<file path="src/rtl/aes_pkg.sv">
`default_nettype none
// ============================================================================
// Module      : aes_pkg
// Description : Shared AES datapath constants, GF(2^8) xtime and byte-index
//               helpers for the 128-bit column-major state.
// Revision    : 1.0 - initial release
// ============================================================================
package aes_pkg;

  localparam int         NR_DEFAULT = 10;
  localparam int         ROUND_W    = 4;
  localparam logic [7:0] XTIME_POLY = 8'h1B;

  function automatic logic [7:0] xtime(input logic [7:0] x);
    return {x[6:0], 1'b0} ^ (x[7] ? XTIME_POLY : 8'h00);
  endfunction

  // Column-major byte numbering: byte index = row + 4*col.
  function automatic int byte_idx(input int row, input int col);
    return row + 4 * col;
  endfunction

  // Byte 0 sits in the most significant position of the 128-bit state.
  function automatic int byte_msb(input int idx);
    return 127 - 8 * idx;
  endfunction

endpackage
`default_nettype wire

</file>
<file path="src/rtl/mix_column.sv">
`default_nettype none
// ============================================================================
// Module      : mix_column
// Description : Combinational AES MixColumns on one 32-bit column (row 0 = MSB).
// Revision    : 1.0 - initial release
// ============================================================================
module mix_column
  import aes_pkg::*;
(
  input  logic [31:0] col_in,
  output logic [31:0] col_out
);

  logic [7:0] w_a0, w_a1, w_a2, w_a3;
  logic [7:0] w_x0, w_x1, w_x2, w_x3;

  assign {w_a0, w_a1, w_a2, w_a3} = col_in;

  assign w_x0 = xtime(w_a0);
  assign w_x1 = xtime(w_a1);
  assign w_x2 = xtime(w_a2);
  assign w_x3 = xtime(w_a3);

  // 3*x is folded in as xtime(x) ^ x.
  assign col_out[31:24] = w_x0 ^ (w_x1 ^ w_a1) ^ w_a2 ^ w_a3;
  assign col_out[23:16] = w_a0 ^ w_x1 ^ (w_x2 ^ w_a2) ^ w_a3;
  assign col_out[15:8]  = w_a0 ^ w_a1 ^ w_x2 ^ (w_x3 ^ w_a3);
  assign col_out[7:0]   = (w_x0 ^ w_a0) ^ w_a1 ^ w_a2 ^ w_x3;

endmodule
`default_nettype wire

</file>
<file path="src/rtl/shift_mix_r.sv">
`default_nettype none
// ============================================================================
// Module      : shift_mix_r
// Description : Two-stage valid/ready AES ShiftRows (stage A) + MixColumns
//               (stage B, bypassed in the final round) with round tag.
// Revision    : 1.0 - initial release
// ============================================================================
module shift_mix_r
  import aes_pkg::*;
#(
  parameter int NR = NR_DEFAULT
) (
  input  logic                clk,
  input  logic                rst_n,
  input  logic [127:0]        in_state,
  input  logic [ROUND_W-1:0]  in_round,
  input  logic                in_valid,
  output logic                in_ready,
  output logic [127:0]        out_state,
  output logic [ROUND_W-1:0]  out_round,
  output logic                out_valid,
  input  logic                out_ready,
  output logic                out_err
);

  localparam logic [ROUND_W-1:0] c_nr = ROUND_W'(NR);

  logic [127:0]       r_a_state;
  logic [ROUND_W-1:0] r_a_round;
  logic               r_a_valid;
  logic [127:0]       r_b_state;
  logic [ROUND_W-1:0] r_b_round;
  logic               r_b_err;
  logic               r_b_valid;

  logic               w_b_free;
  logic               w_a_free;
  logic [127:0]       w_shifted;
  logic [127:0]       w_mixed;
  logic [127:0]       w_b_next;
  logic               w_a_err;

  assign w_b_free = !r_b_valid || out_ready;
  assign w_a_free = !r_a_valid || w_b_free;
  assign in_ready = w_a_free;

  // Row r rotates left by r columns: out byte r+4c <- in byte r+4((c+r) mod 4).
  for (genvar c = 0; c < 4; c++) begin : g_sr_col
    for (genvar r = 0; r < 4; r++) begin : g_sr_row
      localparam int c_dst = byte_msb(byte_idx(r, c));
      localparam int c_src = byte_msb(byte_idx(r, (c + r) % 4));
      assign w_shifted[c_dst -: 8] = in_state[c_src -: 8];
    end
  end

  for (genvar c = 0; c < 4; c++) begin : g_mix
    mix_column u_mix_column (
      .col_in  (r_a_state[127-32*c -: 32]),
      .col_out (w_mixed[127-32*c -: 32])
    );
  end

  assign w_b_next = (r_a_round == c_nr) ? r_a_state : w_mixed;
  assign w_a_err  = (r_a_round == '0) || (r_a_round > c_nr);

  always_ff @(posedge clk or negedge rst_n) begin
    if (!rst_n) begin
      r_a_state <= '0;
      r_a_round <= '0;
      r_a_valid <= 1'b0;
      r_b_state <= '0;
      r_b_round <= '0;
      r_b_err   <= 1'b0;
      r_b_valid <= 1'b0;
    end else begin
      // A empties whenever it is free: its content either moves to B or it was empty.
      if (w_a_free) begin
        r_a_valid <= in_valid;
        if (in_valid) begin
          r_a_state <= w_shifted;
          r_a_round <= in_round;
        end
      end
      if (w_b_free) begin
        r_b_valid <= r_a_valid;
        if (r_a_valid) begin
          r_b_state <= w_b_next;
          r_b_round <= r_a_round;
          r_b_err   <= w_a_err;
        end
      end
    end
  end

  assign out_state = r_b_state;
  assign out_round = r_b_round;
  assign out_valid = r_b_valid;
  assign out_err   = r_b_err;

endmodule
`default_nettype wire

</file>
<file path="config.mk">
export PLATFORM = sky130hd
export DESIGN_NAME = shift_mix_r
export DESIGN_NICKNAME = d
export VERILOG_FILES = /design/src/rtl/aes_pkg.sv /design/src/rtl/mix_column.sv /design/src/rtl/shift_mix_r.sv
export SDC_FILE = /design/constraint.sdc
export NUM_CORES = 1
export LEC_CHECK = 0
export ABC_AREA = 0
export CAP_MARGIN = 15
export CORE_MARGIN = 3
export CORE_UTILIZATION = 40
export DETAILED_ROUTE_END_ITERATION = 16
export PLACE_DENSITY = 0.68
export SLEW_MARGIN = 20
export SYNTH_ARGS = -nofsm -noshare
export SYNTH_HDL_FRONTEND = slang
export SYNTH_HIERARCHICAL = 1
export SYNTH_SLANG_ARGS = --single-unit
</file>
<file path="constraint.sdc">
create_clock -name clk -period 2.5 [get_ports clk]
set_clock_uncertainty 0.2 [all_clocks]
set_input_delay 0.375 -clock clk [delete_from_list [all_inputs] [get_ports clk]]
set_output_delay 0.375 -clock clk [all_outputs]
set_load 0.01 [all_outputs]
</file>
Word level (Yosys, flattened, before mapping). Cells that the tools add are included.

Order comparisons: 1. Eq/ne operators: 1. Mux-type cells: 17. Bitwise gates (word level): 80. Reductions and logical operators: 8.

Operators by type and width (number): $xor A8 B8 Y8 (80); $mux W128 (1); $mux W5 (16); $eq A4 B4 Y1 const B (1); $gt A4 B4 Y1 const B (1); $logic_not A4 Y1 (1); $reduce_and A2 Y1 (2); $logic_or A1 B1 Y1 (3); $logic_not A1 Y1 (2).

Flip-flop bits (word level): 267. Input port bits: 136.

Logic depth before layout (Yosys ltp). Gate-level depths: netlist of the first run.

Depth in word-level cells: 7. Depth in mapped cells: 7. Mapped depth without buffers: 4.

Hierarchy. The synthesis of the first run kept the hierarchy.

By module, submodules not included: shift_mix_r (times used 1, cells each 872, area each 11531.1 µm²); mix_column (times used 4, cells each 79, area each 1307.5 µm²).

Worst setup path before layout of the first run. OpenSTA, ideal clock, no wires.

Path type: register -> register. Start point: register r_a_state[31]. End point: register r_b_state[4], in the netlist out_state[4]. Data arrival time: 1433 ps. Setup slack: 740 ps. Cell stages (with the launch flop): 5. Buffers on the path: 0. Clock period less this slack: 1760 ps. Path through: dfrtp_1 > xnor2_2 > xnor3_1 > mux2i_1 > a21oi_1.

Word-level cells in the longest chain between the ends: 7.

RTL lines: from (decl) (line shift_mix_r.sv:28) `logic [127:0] r_a_state;`; from (signal assigned) (line shift_mix_r.sv:80) `r_a_state <= w_shifted;`; $mux W5 (line aes_pkg.sv:15) `return {x[6:0], 1'b0} ^ (x[7] ? XTIME_POLY : 8'h00);`; $xor A8 B8 Y8 (line aes_pkg.sv:15); $xor A8 B8 Y8 (4 in series) (line mix_column.sv:28) `assign col_out[7:0] = (w_x0 ^ w_a0) ^ w_a1 ^ w_a2 ^ w_x3;`; net w_mixed[4] (line shift_mix_r.sv:39) `logic [127:0] w_mixed;`; $mux W128 (line shift_mix_r.sv:63) `assign w_b_next = (r_a_round == c_nr) ? r_a_state : w_mixed;`; to (signal assigned) (line shift_mix_r.sv:87) `r_b_state <= w_b_next;`; to (decl) (line shift_mix_r.sv:31) `logic [127:0] r_b_state;`.

The timed path passes the listed nets, and every way through them passes these cells. A chain may end at the register's enable or synchronous reset.

Worst setup path in the final report of the first run.
Start point: register r_a_valid. End point: output port in_ready.

Word-level cells in the longest chain between the ends: 2.

RTL lines: from (decl) (line shift_mix_r.sv:30) `logic r_a_valid;`; from (signal assigned) (line shift_mix_r.sv:78) `r_a_valid <= in_valid;`; $logic_not A1 Y1 (line shift_mix_r.sv:44) `assign w_a_free = !r_a_valid || w_b_free;`; $logic_or A1 B1 Y1 (line shift_mix_r.sv:44); to (decl) (line shift_mix_r.sv:18) `output logic in_ready,`.

Every way passes these cells.

==> flow_summary.ini, run 1 <==
[floorplanning]
die_w_um = 211
die_h_um = 211
coreArea_um2 = 41100
io_pins = 271
dieArea_um2 = 44400
start_util = 0.408
rows = 74

[power_and_ir_drop]
p_comb_frac = 0.481
switching_share = 0.329
p_sw_w = 0.00739
power.density_nw_per_um2 = 1070
p_seq_frac = 0.314
p_int_w = 0.0151
ir_drop_uv = 586
p_leak_nw = 9.25
clkPwrFrac = 0.204

[worst_setup_path]
rr_endpoint = out_state[68]
crit_required_ns = 1.92
crit_path_cell_trace = nand3b_2 > clkdlybuf4s50_1
timing.critical_path.slowest_cell_delay_ns = 0.57
cp-end-kind = output port
crit_type = register to output port
ff2ff_setup_slack_ns = 0.40
startpoint = r_a_valid
r2r-start = r_a_state[71]
worstPathMaxFanout = 3
crit_buf_inv = 1
cp.depth = 2
cp_data_arrival_time_ns = 1.82
crit_slowest_cell = clkdlybuf4s50_1
r2r_cells = 4
startpoint_type = register
crit_family = buffers and inverters
crit_path_end = in_ready

[yosys]
synthTopCellsByCount = dfrtp_1 (267), a21oi_1 (239), mux2_2 (136), xnor3_1 (136), mux2i_1 (128)
syn-cell-area_um2 = 16800
yosysMostFrequentCell = dfrtp_1
async_flop_share = 1.00
synth_top_area_cell = dfrtp_1
synthTopCellsByArea = dfrtp_1 (40%), xnor3_1 (18%), mux2_2 (9.1%), mux2i_1 (7.6%), a21oi_1 (7.1%)
ys_ff_latch = 267
synthCells = 1188
synth_edf_count = 0
ys_types = 26
synthFlopType = dfrtp_1
synth_top_area_frac = 0.399
yosysWarnings = 6
synth_fp_nets = 1324
yosysSeqAreaShare = 0.399
avgSynthCellArea_um2 = 14.1

[min_path]
hp-class = input port to asynchronous set/reset pin

[drt]
ant_nets = 0
routed-wl-met2_um = 20100
wl_um = 42600
drc = 0
met1_length_um = 19400
routed.top_layer = met4
via_per_inst = 5.20
first_pass_iters = 5
wl_met3_um = 2230
first_iter_violations = 599
vias = 10400
wire_per_inst_um = 21.4

[final_layout]
areaGrowthSynthToFinish_pct = 25.1
seqCellArea_um2 = 6690
fill_cells = 3534
multi_input_area_um2 = 9420
final_nets = 1574
drive_gt1_frac = 0.184

[placement]
port_buffers = 270
gp_congestion = 0.820
hpwl_um = 30100

[clocking]
cts_tree = done
cts_post_setup_buffers_inserted = 0
cts_root_buf = clkbuf_16
cts_resized = 0
clockBufferDepth = 3
hold_buffers = 1
insertion_delay_ns = 0.58
cts_buffers = 31
numClockSinks = 267
cts_max_level = 1
clk_pin_slew_ns = 0.06

[sta]
finalHoldViolCount = 0
period_needed_ns = 2.40
min_period_over_period = 0.959
rsz0062_at_grt = no
finalSetupViolations = 0
clock.fmax_mhz = 417
final.setup.tns_ns = 0
slew_viol_final = 0
hold-worst-slack_ns = 0.123
maxSlewHeadroom = 0.558
tightestPinTransition_ns = 0.663

[flow_run]
drv_cap = 0

[global_routing]
gr-total-overflow = 0
track_usage = 0.190
grt_pass1_wl_um = 66800
grt_max_degree = 131
antenna_found_initial = 3
grt_pass1_vias = 11200

[status]
status = finished, final reports clean
[metrics by stage]
| stage | power [W] | utilization | setup WS, ns | area, µm² | std cells |
|---|---|---|---|---|---|
| after floorplan | 0.0139 | - | 0.740 | 16800 | 1188 |
| after detailed placement | 0.0180 | 0.485 | 0.185 | 19900 | 1936 |
| after global placement | 0.0179 | 0.485 | 0.227 | 19900 | 1936 |
| after CTS | 0.0227 | 0.510 | 0.0523 | 21000 | 1991 |
| final | 0.0224 | 0.510 | 0.103 | 21000 | 1994 |
| after global routing | 0.0238 | 0.510 | 0.0334 | 21000 | 1994 |
[worst min path at each step]
stage          start       endpoint  depth (start not counted)
2_1_floorplan  rst_n        out_err                          0
3_3_place_gp   rst_n  out_state[86]                          1
3_5_place_dp   rst_n  out_state[86]                          1
4_1_cts        rst_n  out_state[86]                          2
5_1_grt        rst_n  out_state[86]                          2
6_report       rst_n  out_state[86]                          2
[power by group through the flow]
| stage | sequential (W) | clock (W) | combinational (W) |
|---|---|---|---|
| floorplan | 0.00718 | 0 | 0.00670 |
| global placement | 0.00709 | 0 | 0.0108 |
| detailed placement | 0.00711 | 0 | 0.0109 |
| CTS | 0.00707 | 0.00471 | 0.0110 |
| global route | 0.00726 | 0.00489 | 0.0116 |
| finish | 0.00705 | 0.00458 | 0.0108 |
[cell usage in the layout (no fill, tap or decap), drive strengths merged, types with 3 or more instances in the layout]
cell / Yosys / final
mux2i: 128 / 128
a21oi: 259 / 259
xor2: 48 / 48
clkdlybuf4s50: 0 / 269
xnor3: 136 / 136
diode: 0 / 3
nand2b: 3 / 3
dfrtp: 267 / 267
mux2: 136 / 136
xnor2: 76 / 76
bufinv: 0 / 3
clkinv: 0 / 5
buf: 56 / 40
clkbuf: 37 / 44
xor3: 36 / 36
[routing by layer]
metal,vias to the layer above,global-route usage
met2,260,0.305
met1,5305,0.269
li1,4751,-
met5,-,0
met4,0,0.0473
met3,47,0.0376
[cell families (layout without fill, tap and decap cells)]
group,after synthesis,in the layout,synth area share
other,0,3,0
DFF,267,267,0.399
muxes,264,264,0.168
AOI/OAI and AO/OA,260,260,0.0823
and+or+nand+nor,8,8,0.00366
buffers and inverters,93,364,0.0410
xor gates and xnor gates,296,296,0.307
[registers in the layout (all words and copies together) (netlist names)]
name       flops
out_round      4
out_err        1
r_a_valid      1
out_valid      1
r_a_round      4
out_state    128
r_a_state    128
[layout make-up]
| type | count | share of cell area |
|---|---|---|
| multi-input combinational | 828 | 0.449 |
| sequential | 267 | 0.319 |
| timing repair buffer | 310 | 0.151 |
| clock buffer | 44 | 0.0422 |
| tap | 532 | 0.0317 |
| clock inverter | 10 | 0.00644 |
| antenna | 3 | 0.000358 |
No activity file was read; power rests on OpenSTA's default activity.
==> inputs of run 2 (changes only) <==
Settings changed: CORE_MARGIN 3 to 5, CTS_CLUSTER_DIAMETER from default to 40, SETUP_SLACK_MARGIN from default to 0.4.
==> run 2 against run 1 <==
Net effect: hold slack improved by 0.074 ns; clock power rose by 47%; non-clock buffer count rose by 3; die area rose by 3.8%; combinational power barely moved; power rose by 8.3%; critical path type is now register to register.
==> flow_summary.ini, run 2 (synthesized netlist as in run 1, its figures left out) <==
[flow_run]
drv_cap = 0

[worst_setup_path]
startpoint_type = register
crit_path_cell_trace = and4bb_4 > buf_16 > buf_4 > mux2i_1 > a21oi_1
crit_type = register to register
rr_endpoint = out_state[63]
cp_data_arrival_time_ns = 2.29
ff2ff_setup_slack_ns = 0.43
r2r_cells = 5
timing.critical_path.slowest_cell_delay_ns = 0.42
worstPathMaxFanout = 38
crit_required_ns = 2.72
cp-end-kind = register
crit_slowest_cell = dfrtp_1
r2r-start = r_a_round[2]

[global_routing]
grt_max_degree = 131
track_usage = 0.188
grt_pass1_wl_um = 68900
antenna_found_initial = 2
grt_pass1_vias = 11300
gr-total-overflow = 0

[sta]
rsz0062_at_grt = yes
clock.fmax_mhz = 482
tightestPinTransition_ns = 0.887
finalSetupViolations = 0
min_period_over_period = 0.829
period_needed_ns = 2.07
slew_viol_final = 0
hold-worst-slack_ns = 0.196
final.setup.tns_ns = 0
maxSlewHeadroom = 0.409
finalHoldViolCount = 0

[power_and_ir_drop]
ir_drop_uv = 628
p_comb_frac = 0.435
power.density_nw_per_um2 = 1120
switching_share = 0.326
clkPwrFrac = 0.276
p_seq_frac = 0.289
p_leak_nw = 9.81
power.total_w = 0.0243
p_sw_w = 0.00792
p_int_w = 0.0164

[clocking]
cts_buffers = 47
clk_pin_slew_ns = 0.06
numClockSinks = 267
cts_max_level = 2
insertion_delay_ns = 0.57
cts_root_buf = clkbuf_16
cts_tree = done
cts_post_setup_buffers_inserted = 0
clockBufferDepth = 3

[floorplanning]
io_pins = 271
rows = 75
die_h_um = 215
start_util = 0.402
coreArea_um2 = 41700
dieArea_um2 = 46100
die_w_um = 215

[drt]
ant_nets = 0
via_per_inst = 5.15
wl_um = 43800
drc = 0
first_pass_iters = 4
vias = 10500
wire_per_inst_um = 21.5
first_iter_violations = 572

[placement]
dp.cells = 1946
hpwl_um = 30600
gp_congestion = 0.821
port_buffers = 270

[final_layout]
finalNonFillerCells = 2034
multi_input_area_um2 = 9430
areaGrowthSynthToFinish_pct = 29.4
fill_cells = 3561
final_common_cell = dfrtp_1
final_nets = 1593
final_cell_mix = dfrtp_1 (265), a21oi_1 (239), clkdlybuf4s50_1 (191), mux2_2 (136), xnor3_1 (136)
final_util = 0.520
seqCellArea_um2 = 6690
n_antenna_cell = 0
drive_gt1_frac = 0.207

[status]
status = finished, final reports clean

[min_path]
hp-class = input port to asynchronous set/reset pin
## run 2: what timing repair did
| item | in CTS | in global routing |
|---|---|---|
| hold endpoints to repair | 77 | 0 |
| gates resized for setup | 47 | 36 |
| hold buffers | 1 | 0 |
| setup endpoints to repair | 46 | 39 |
## run 2: metal layers
layer	GRT usage	part of all wire	vias up
li1	-	-	4840
met2	0.300	0.47	241
met5	0	0.00062	-
met3	0.0455	0.051	67
met1	0.261	0.46	5326
met4	0.0466	0.022	4
## run 2: worst max-delay path: cells and delay by family (launching register included)
kind	cells	cell delay, ns
mux	1	0.26
simple gates	1	0.40
buf+inv	2	0.52
compound gates	1	0.10
flops	1	0.42
## run 2: worst max path at each step
stage                        startpoint       endpoint  depth (start not counted)
final                      r_a_round[2]  out_state[63]                          5
after global routing      out_state[32]  out_state[32]                          1
after CTS                     r_a_valid       in_ready                          2
after detailed placement      out_ready  r_a_state[88]                          5
after global placement        out_ready  r_a_state[60]                          5
after floorplan           r_a_state[31]   out_state[4]                          4
## run 2: area by class of cell
cell class              count  share of cell area
multi-input cells         828               0.435
flip-flops and latches    267               0.308
repair buffers            313               0.149
clock buffers              55              0.0580
well taps                 539              0.0311
clock inverters            32              0.0189
## run 2: power by group through the flow
stage / clock [W] / sequential (W) / combinational, W
6_report: 0.00671 / 0.00703 / 0.0106
5_1_grt: 0.00710 / 0.00723 / 0.0114
4_1_cts: 0.00689 / 0.00705 / 0.0108
3_5_place_dp: 0 / 0.00710 / 0.0109
3_3_place_gp: 0 / 0.00708 / 0.0108
2_1_floorplan: 0 / 0.00718 / 0.00670
## run 2: stage by stage
step | worst slack [ns] | instance area, µm²
2_1_floorplan | 0.740 | 16800
3_3_place_gp | 0.211 | 20000
3_5_place_dp | 0.184 | 20000
4_1_cts | 0.349 | 21600
5_1_grt | 0.376 | 21700
6_report | 0.427 | 21700
==> inputs of run 3 (changes only) <==
Clock period 2.5 ns to 2.2 ns, I/O delays scaled along.
==> run 3 against run 2 <==
Net effect: power grew 25%; largest cell class unchanged; global-route usage up 1.7 points; hold slack worse by 0.031 ns; setup slack got worse by 0.20 ns; critical endpoint is now out_state[114]; via count increased by 8.1%; combinational power up 39%.
==> flow_summary.ini, run 3 (synthesized netlist as in run 1, its figures left out) <==
[status]
status = finished, final reports clean

[power_and_ir_drop]
p_seq_frac = 0.268
p_sw_w = 0.0104
clkPwrFrac = 0.245
p_comb_frac = 0.487
p_int_w = 0.0198
power.total_w = 0.0303
p_leak_nw = 10.8
switching_share = 0.345
ir_drop_uv = 601
power.density_nw_per_um2 = 1240

[worst_setup_path]
startpoint_type = register
crit_type = register to register
cp-end-kind = register
crit_required_ns = 2.44
worstPathMaxFanout = 5
cp_data_arrival_time_ns = 2.21

[min_path]
hp-class = input port to asynchronous set/reset pin

[clocking]
cts_max_level = 2
clockBufferDepth = 3
insertion_delay_ns = 0.56
clk_pin_slew_ns = 0.06
cts_root_buf = clkbuf_16
cts_buffers = 47
numClockSinks = 267
cts_tree = done

[final_layout]
drive_gt1_frac = 0.389
finalNonFillerCells = 2168
seqCellArea_um2 = 6730
final_nets = 1725
fill_cells = 3279
areaGrowthSynthToFinish_pct = 45.6
final_common_cell = dfrtp_1
final_util = 0.586
multi_input_area_um2 = 10700
final_cell_mix = dfrtp_1 (230), a21oi_1 (208), xnor3_1 (136), mux2_2 (135), clkdlybuf4s50_1 (134)

[placement]
gp_congestion = 0.835
hpwl_um = 32200
dp.cells = 1980
port_buffers = 270

[drt]
drc = 0
first_iter_violations = 686
vias = 11300
ant_nets = 0
via_per_inst = 5.23
wire_per_inst_um = 22.8
first_pass_iters = 5
wl_um = 49500

[floorplanning]
die_w_um = 215
io_pins = 271
rows = 75
coreArea_um2 = 41700
start_util = 0.402
die_h_um = 215
dieArea_um2 = 46100

[global_routing]
track_usage = 0.205
gr-total-overflow = 0
grt_max_degree = 73
antenna_found_initial = 6
grt_pass1_vias = 12000
grt_pass1_wl_um = 74200

[sta]
hold-worst-slack_ns = 0.165
min_period_over_period = 0.897
tightestPinTransition_ns = 0.742
maxSlewHeadroom = 0.505
finalSetupViolations = 0
clock.fmax_mhz = 507
final.setup.tns_ns = 0
slew_viol_final = 0
period_needed_ns = 1.97
rsz0062_at_grt = yes
finalHoldViolCount = 0

[flow_run]
drv_cap = 0
==> run 3: changes by cell type in the layout (fill, tap and decap cells not counted), sizes merged <==
| cell | delta |
|---|---|
| bufinv | -3 |
| diode | +3 |
| dlymetal6s2s | -32 |
| buf | +132 |
| clkinv | +1 |
| clkdlybuf4s15 | +78 |
| inv | +5 |
| clkbuf | +2 |
| dlygate4sd2 | +5 |
| clkdlybuf4s50 | -57 |
==> run 3: critical path, cell delays in order (launching register included) <==
cell and delay, ns:
dfrtp_1 0.38, and4bb_4 0.43, buf_12 0.13, buf_12 0.10, buf_16 0.13, buf_8 0.12, mux2i_2 0.25, a21oi_1 0.10
==> run 3: worst paths after layout <==
check | endpoint | cells past startpoint | slack (ns) | startpoint
max reg2reg | out_state[114] | 7 | 0.23 | r_a_round[2]
min reg2reg | out_state[58] | 2 | 0.31 | out_state[58]
max | out_state[114] | 7 | 0.23 | r_a_round[2]
min in group clk | r_a_state[124] | 2 | 0.18 | in_state[124]
max in group asynchronous | r_a_state[108] | 3 | 0.86 | rst_n
min | out_state[77] | 2 | 0.17 | rst_n
==> run 3: layout make-up <==
type                            count  area share
Sequential cell                   267       0.276
Tap cell                          539      0.0276
Antenna cell                        3    0.000308
Timing Repair Buffer              445       0.192
Clock buffer                       51      0.0505
Clock inverter                     35      0.0153
Multi-Input combinational cell    828       0.438
==> run 3: what timing repair did <==
item | CTS | global route
gates cloned | 5 | 3
endpoints found under the hold margin | 108 | 0
endpoints found under the setup margin | 251 | 153
pin swaps | 80 | 68
setup buffers | 63 | 27
resized for setup | 407 | 144
hold buffers | 1 | 0
==> run 3: per-stage QoR <==
step	worst slack [ns]	cell area, µm²
2_1_floorplan	0.440	16800
3_3_place_gp	0.0388	20300
3_5_place_dp	-0.00621	20300
4_1_cts	0.206	23500
5_1_grt	0.164	24400
6_report	0.226	24400
==> run 3: power by group through the flow <==
stage                     logic (W)  clock network, W  registers, W
after floorplan             0.00761                 0       0.00816
after global placement       0.0126                 0       0.00801
after detailed placement     0.0127                 0       0.00805
after CTS                    0.0136           0.00756       0.00807
after global routing         0.0156           0.00781       0.00834
final                        0.0147           0.00742       0.00813
==> run 3: per-layer routing <==
| layer | up-vias | global-route usage | wire length (µm) |
|---|---|---|---|
| li1 | 5121 | - | - |
| met1 | 5825 | 0.289 | 22000 |
| met2 | 302 | 0.319 | 23700 |
| met3 | 74 | 0.0450 | 2680 |
| met4 | 6 | 0.0644 | 1120 |
| met5 | - | 0 | 39 |
